[src/rtl/light_ctrl_pkg.sv]
`default_nettype none
// ============================================================================
// Module   : light_ctrl_pkg
// Brief    : Shared light state / mode encodings for the light controller.
// Revision : 1.0 - initial multi-channel release
// ============================================================================
package light_ctrl_pkg;

  // 2'b00 is deliberately unused so a corrupted state is detectable.
  typedef enum logic [1:0] {
    LS_OFF   = 2'b10,
    LS_ON    = 2'b01,
    LS_BLINK = 2'b11
  } light_state_t;

  localparam logic [1:0] LM_TOGGLE    = 2'b00;
  localparam logic [1:0] LM_MOMENTARY = 2'b01;
  localparam logic [1:0] LM_BLINK     = 2'b10;

endpackage
`default_nettype wire

[src/rtl/light_btn_debounce.sv]
`default_nettype none
// ============================================================================
// Module   : light_btn_debounce
// Brief    : One channel: 2-flop synchroniser, debounce counter, press pulse.
// Revision : 1.0 - initial multi-channel release
// ============================================================================
module light_btn_debounce #(
  parameter int DEBOUNCE_CYCLES = 16
) (
  input  logic clk,
  input  logic reset,
  input  logic btn,
  output logic level,
  output logic press_evt
);

  localparam int CNT_W = $clog2(DEBOUNCE_CYCLES);
  localparam logic [CNT_W-1:0] c_cnt_last = CNT_W'(DEBOUNCE_CYCLES - 1);

  logic             r_sync1;
  logic             r_btn_s;
  logic             r_deb;
  logic             r_deb_d;
  logic             r_press;
  logic [CNT_W-1:0] r_cnt;

  always_ff @(posedge clk or negedge reset) begin
    if (!reset) begin
      r_sync1 <= 1'b0;
      r_btn_s <= 1'b0;
      r_deb   <= 1'b0;
      r_deb_d <= 1'b0;
      r_press <= 1'b0;
      r_cnt   <= '0;
    end else begin
      r_sync1 <= btn;
      r_btn_s <= r_sync1;
      // Any sample that agrees with the accepted level restarts the count.
      if (r_btn_s != r_deb) begin
        if (r_cnt == c_cnt_last) begin
          r_deb <= r_btn_s;
          r_cnt <= '0;
        end else begin
          r_cnt <= r_cnt + 1'b1;
        end
      end else begin
        r_cnt <= '0;
      end
      r_deb_d <= r_deb;
      r_press <= r_deb & ~r_deb_d;
    end
  end

  // Delayed level lines up with the press pulse, so momentary and
  // press-driven modes reach the light with the same latency.
  assign level     = r_deb_d;
  assign press_evt = r_press;

endmodule
`default_nettype wire

[src/rtl/light_ctrl.sv]
`default_nettype none
// ============================================================================
// Module   : light_ctrl
// Brief    : Multi-channel push-button light controller (toggle/momentary/blink).
// Revision : 1.0 - initial multi-channel release
// ============================================================================
module light_ctrl
  import light_ctrl_pkg::*;
#(
  parameter int CHANNELS          = 4,
  parameter int DEBOUNCE_CYCLES   = 16,
  parameter int BLINK_HALF_PERIOD = 8
) (
  input  logic                    clk,
  input  logic                    reset,
  input  logic [CHANNELS-1:0]     btn,
  input  logic [2*CHANNELS-1:0]   mode,
  input  logic                    all_off,
  output logic [CHANNELS-1:0]     light,
  output logic [2*CHANNELS-1:0]   state_o,
  output logic [CHANNELS-1:0]     press_evt
);

  localparam int BLK_W = $clog2(BLINK_HALF_PERIOD);
  localparam logic [BLK_W-1:0] c_blk_last = BLK_W'(BLINK_HALF_PERIOD - 1);

  logic [BLK_W-1:0] r_blk_cnt;
  logic             r_blink_phase;

  always_ff @(posedge clk or negedge reset) begin
    if (!reset) begin
      r_blk_cnt     <= '0;
      r_blink_phase <= 1'b0;
    end else if (r_blk_cnt == c_blk_last) begin
      r_blk_cnt     <= '0;
      r_blink_phase <= ~r_blink_phase;
    end else begin
      r_blk_cnt <= r_blk_cnt + 1'b1;
    end
  end

  for (genvar i = 0; i < CHANNELS; i++) begin : g_ch
    logic         w_level;
    logic         w_press;
    logic [1:0]   w_mode;
    light_state_t r_state;
    light_state_t w_state_nxt;

    assign w_mode = mode[2*i +: 2];

    light_btn_debounce #(
      .DEBOUNCE_CYCLES(DEBOUNCE_CYCLES)
    ) u_debounce (
      .clk      (clk),
      .reset    (reset),
      .btn      (btn[i]),
      .level    (w_level),
      .press_evt(w_press)
    );

    always_ff @(posedge clk or negedge reset) begin
      if (!reset) begin
        r_state <= LS_OFF;
      end else begin
        r_state <= w_state_nxt;
      end
    end

    always_comb begin
      w_state_nxt = (r_state inside {LS_OFF, LS_ON, LS_BLINK}) ? r_state : LS_OFF;
      if (all_off) begin
        w_state_nxt = LS_OFF;
      end else if (w_mode == LM_MOMENTARY) begin
        w_state_nxt = w_level ? LS_ON : LS_OFF;
      end else if (w_press) begin
        // Reserved mode 2'b11 falls into the toggle branch.
        if (w_mode == LM_BLINK) begin
          w_state_nxt = (r_state == LS_OFF) ? LS_BLINK : LS_OFF;
        end else begin
          w_state_nxt = (r_state == LS_OFF) ? LS_ON : LS_OFF;
        end
      end
    end

    always_comb begin
      light[i] = 1'b0;
      case (r_state)
        LS_ON:    light[i] = 1'b1;
        LS_BLINK: light[i] = r_blink_phase;
        default:  light[i] = 1'b0;
      endcase
    end

    assign state_o[2*i +: 2] = r_state;
    assign press_evt[i]      = w_press;
  end

endmodule
`default_nettype wire
[config.mk]
export PLATFORM = sky130hd
export DESIGN_NAME = light_ctrl
export DESIGN_NICKNAME = d
export VERILOG_FILES = /design/src/rtl/light_ctrl_pkg.sv /design/src/rtl/light_btn_debounce.sv /design/src/rtl/light_ctrl.sv
export SDC_FILE = /design/constraint.sdc
export NUM_CORES = 1
export LEC_CHECK = 0
export CORE_MARGIN = 3
export CORE_UTILIZATION = 45
export CTS_CLUSTER_DIAMETER = 30
export DETAILED_ROUTE_END_ITERATION = 16
export GPL_ROUTABILITY_DRIVEN = 0
export PLACE_DENSITY = 0.74
export SLEW_MARGIN = 20
export SYNTH_ARGS = -nofsm -noshare
export SYNTH_HDL_FRONTEND = slang
export SYNTH_HIERARCHICAL = 1
export SYNTH_SLANG_ARGS = --single-unit
[constraint.sdc]
create_clock -name clk -period 3.2 [get_ports clk]
set_input_delay 0.48 -clock clk [delete_from_list [all_inputs] [get_ports clk]]
set_output_delay 0.48 -clock clk [all_outputs]
set_load 0.03 [all_outputs]
Word-level counts from Yosys, hierarchy flattened --
Index checks and enable logic that the tools add are counted.
Storage, ports and cells: flip-flop bits (word level) 48, word-level logic and storage cells 130, output and inout bits 16
Operators by class: reductions and logical operators 8, bitwise logic cells 9, muxes and demuxes 45, eq/ne operators 33, add/subtract/negate cells 5
Operator list (count):
- 2-to-1 mux 2 bit | 28
- 2-to-1 mux 4 bit | 8
- equality test 2 bit, second input constant | 12
- adder 4 x 1 -> 4 bit, second input constant | 4
- equality test 2 x 1 -> 1 bit, second input constant | 8
- equality test 4 bit, second input constant | 4
- != test 4 x 2 -> 1 bit, second input constant | 4
- nonzero test 3 bit | 4
- one-hot mux 1 bit (2 select lines) | 4
- AND reduction 2 bit | 4
- NOT 1 bit | 5
- bitwise AND 1 bit | 4
- 2-to-1 mux 1 bit | 4
- != test 1 bit | 4
- adder 3 x 1 -> 3 bit, second input constant | 1
- equality test 3 bit, second input constant | 1
- 2-to-1 mux 3 bit | 1

Logic depth before layout (Yosys ltp) --
depth in word-level cells 6, gate-level depth with buffers 4, mapped depth without buffers 3

Hierarchy --
The synthesis kept the hierarchy.
By module, submodules not included:
- light_btn_debounce | times used 4, cells each 21, area an instance 326.6 um^2, sequential area each 225.2 um^2
- light_ctrl | times used 1, cells each 69, area an instance 700.7 um^2, sequential area each 305.3 um^2

Worst setup path before layout --
No wires, ideal clock.
path kind flip-flop to output port, start point reg g_ch[0].r_state[0], end point out light[0], path buffers 0, path slack 1423 ps, data required time 2720 ps, cell stages (with the launch flop) 2, arrival 1297 ps, path through dfrtp_1 a21boi_0
On the way: word-level cells in the longest chain between the ends 2
RTL lines:
- start: declaration | line light_ctrl.sv:46 | light_state_t r_state;
- start signal: assignment | line light_ctrl.sv:65 | r_state <= w_state_nxt;
- equality test 2 bit or equality test 2 x 1 -> 1 bit (tied branches) | line light_ctrl.sv:87 | case (r_state)
- one-hot mux 1 bit (2 select lines) * | line light_ctrl.sv:87
- end: declaration | line light_ctrl.sv:19 | output logic [CHANNELS-1:0] light,
Every way passes the cells marked *; elsewhere a longest branch is shown, timed or not.

Final worst setup path --
start point reg r_blink_phase, end point out light[2]
On the way: word-level cells in the longest chain between the ends 1
RTL lines:
- start: declaration | line light_ctrl.sv:28 | logic r_blink_phase;
- start signal: assignment | line light_ctrl.sv:36 | r_blink_phase <= ~r_blink_phase;
- one-hot mux 1 bit (2 select lines) | line light_ctrl.sv:87
No other way between the ends.

==> qor.csv <==
metric;value;unit
status;finished, final reports clean;
fin_skew;0.00359;ns
cts.path.max_buffers;2;
yosysSeqAreaShare;60.1;%
tritoncts;yes;
crit_type;reg -> out;
post-route-period-util;67.8;%
required;2.72;ns
cp.arrival;1.69;ns
antenna_found_initial;0;
synth-edff-count;0;
global_route.overflow_total;0;
route.detailed.drc;0;
power.leakage;1.09;nW
dp_cells;228;
cts-hold-fix-buffers;0;
fp-row-count;23;
worstPathMaxFanout;4;
nFillCells;336;
wl_per_cell;14.7;um
die_w;72.8;um
post-cts-setup-buffer-count;0;
syn_inst;153;
maxCapViolations;0;
slew_viol_final;0;
coreArea;0.00414;mm2
fp.dieH;72.8;um
cts_resized;0;
grt_max_degree;49;
drive_above_1_share;12.4;%
syn_area;0.00201;mm2
portBuffers;30;
drt_iter0_drc;57;
grt_use_total;14.5;%
via_count;1282;
path_clk_slew;0.08;ns
ant_nets;0;
dp_hpwl;2.49;mm
rsz0062_at_grt;false;
grt_pass1_wl;5.89;mm
clock-root-buffer;clkbuf_8;
synth_ff_type;dfrtp_1;
final-hold-violation-count;0;
start_util;48.4;%
ys_ff_latch;48;
slew-limit-headroom;61.5;%
synth-async-reset-ratio;100;%
drt_wl_total;3.46;mm
finalSetupViolCount;0;
ys_types;34;
synth_nets;174;
power.density;445;mW/mm2
fin_nets;206;
numCtsBuffers;5;
period_minus_slack;2.17;ns
ios;31;
cts.htree.levels;2;
fmax;461;MHz
start_kind;flip-flop;
tightest_slew;0.577;ns
area_growth;20.7;%
instances_no_fill;236;
viasPerCell;5.43;
end_kind;output pin;
clk-insertion-delay-late;0.29;ns
drt_pass1_iterations;4;
finalSetupTns;0;ns
grt_pass1_vias;1365;
ys.warnings.count;6;
die-area;0.00530;mm2
postSynthAreaPerCell;13.1;um2
postLayoutCoreUtil;58.5;%
cts_sinks;48;
diodes;0;
hold_path_class;in -> async;
max-vdd-ir-drop;0.000276;V
-- kinds of logic (layout without fill, tap and decap cells) --
group	count (synthesis)	after routing	share of synthesized area (%)
compound gates	28	28	10.7
mux	4	4	2.99
simple gates	47	47	15.2
xor+xnor	11	11	4.80
fa+ha+maj	6	6	3.74
buf+inv	9	42	2.49
flops	48	48	60.1
-- report_power, final --
group	internal, mW	switching (mW)
Sequential	0.625	0.0170
Combinational	0.0406	0.0391
Clock	0.176	0.180
Total	0.842	0.236
-- synthesized netlist by cell type, drive strengths merged (2+ instances only) --
cell type | instances | area share [%]
dfrtp | 44 | 55
nor2b | 14 | 4.6
xnor2 | 10 | 4.4
nand3 | 7 | 2.7
nor2 | 7 | 1.3
ha | 6 | 3.7
a311oi | 5 | 2.5
buf | 5 | 1.7
nand2 | 5 | 0.94
nor3b | 5 | 1.9
a21boi | 4 | 1.5
a21o | 4 | 1.5
a31oi | 4 | 1.2
dfstp | 4 | 5.2
inv | 4 | 0.75
mux2 | 4 | 3.0
a21oi | 3 | 0.75
and3b | 3 | 1.4
a31o | 2 | 0.87
nand3b | 2 | 0.75
o21bai | 2 | 0.75
or3b | 2 | 0.87
-- registers in the layout (all words and copies together), names as in the netlist --
signal,flops
g_ch.u_debounce/press_evt,4
g_ch.u_debounce/r_sync1,4
g_ch.u_debounce/r_deb,4
g_ch.u_debounce/r_cnt,16
g_ch.u_debounce/r_btn_s,4
r_blink_phase,1
g_ch.r_state,8
g_ch.u_debounce/level,4
r_blk_cnt,3
-- final timing paths --
| path | from | endpoint | slack [ns] | depth (start not counted) |
|---|---|---|---|---|
| setup / recovery | r_blink_phase | light[2] | 1.03 | 3 |
| hold / removal | reset | g_ch[2].u_debounce/r_cnt[0] | 0.18 | 1 |
| setup reg to reg | g_ch[2].u_debounce/r_cnt[0] | g_ch[2].u_debounce/r_cnt[3] | 1.92 | 3 |
| hold reg to reg | g_ch[3].u_debounce/r_sync1 | g_ch[3].u_debounce/r_btn_s | 0.35 | 0 |
| max in group asynchronous | reset | g_ch[3].u_debounce/level | 2.62 | 1 |
| min in group clk | g_ch[3].u_debounce/r_sync1 | g_ch[3].u_debounce/r_btn_s | 0.35 | 0 |
-- layout make-up --
| type | instances | area (um2) | share of cell area, % |
|---|---|---|---|
| tap | 50 | 62.6 | 2.58 |
| timing repair buffer | 30 | 298 | 12.3 |
| clock buffer | 8 | 90.1 | 3.72 |
| inverter | 4 | 15.0 | 0.620 |
| sequential | 48 | 1210 | 49.8 |
| multi-input combinational | 96 | 751 | 31.0 |
-- routing by layer --
metal	GRT usage, %	vias to the layer above	share of wire [%]
li1	-	600	-
met2	25.2	28	52
met1	16.5	646	42
met4	6.15	0	2.0
met3	4.41	8	4.2
met5	0	-	0
-- critical path: stages (launching register included) --
cell and delay, ns:
dfrtp_1 0.37, inv_1 0.08, a21boi_0 0.22, clkdlybuf4s50_1 0.73
-- cell usage in the layout, fill, tap and decap left out, drive strengths merged, types with 6 or more instances in the layout --
master / n
dfrtp: 44
clkdlybuf4s50: 29
nor2b: 14
xnor2: 10
clkbuf: 8
nor2: 7
nand3: 7
ha: 6
-- per-stage QoR --
| stage | hold slack (ns) | area [um2] | worst slack, ns | total power [mW] |
|---|---|---|---|---|
| after CTS | 0.353 | 2420 | 0.979 | 1.09 |
| after floorplan | 0.184 | 2010 | 1.42 | 0.691 |
| after detailed placement | 0.335 | 2330 | 1.29 | 0.735 |
| final | 0.183 | 2420 | 1.03 | 1.08 |
| after global routing | 0.216 | 2420 | 0.891 | 1.13 |
| after global placement | 0.333 | 2330 | 1.40 | 0.729 |
Power figures use the tool's default switching activity.
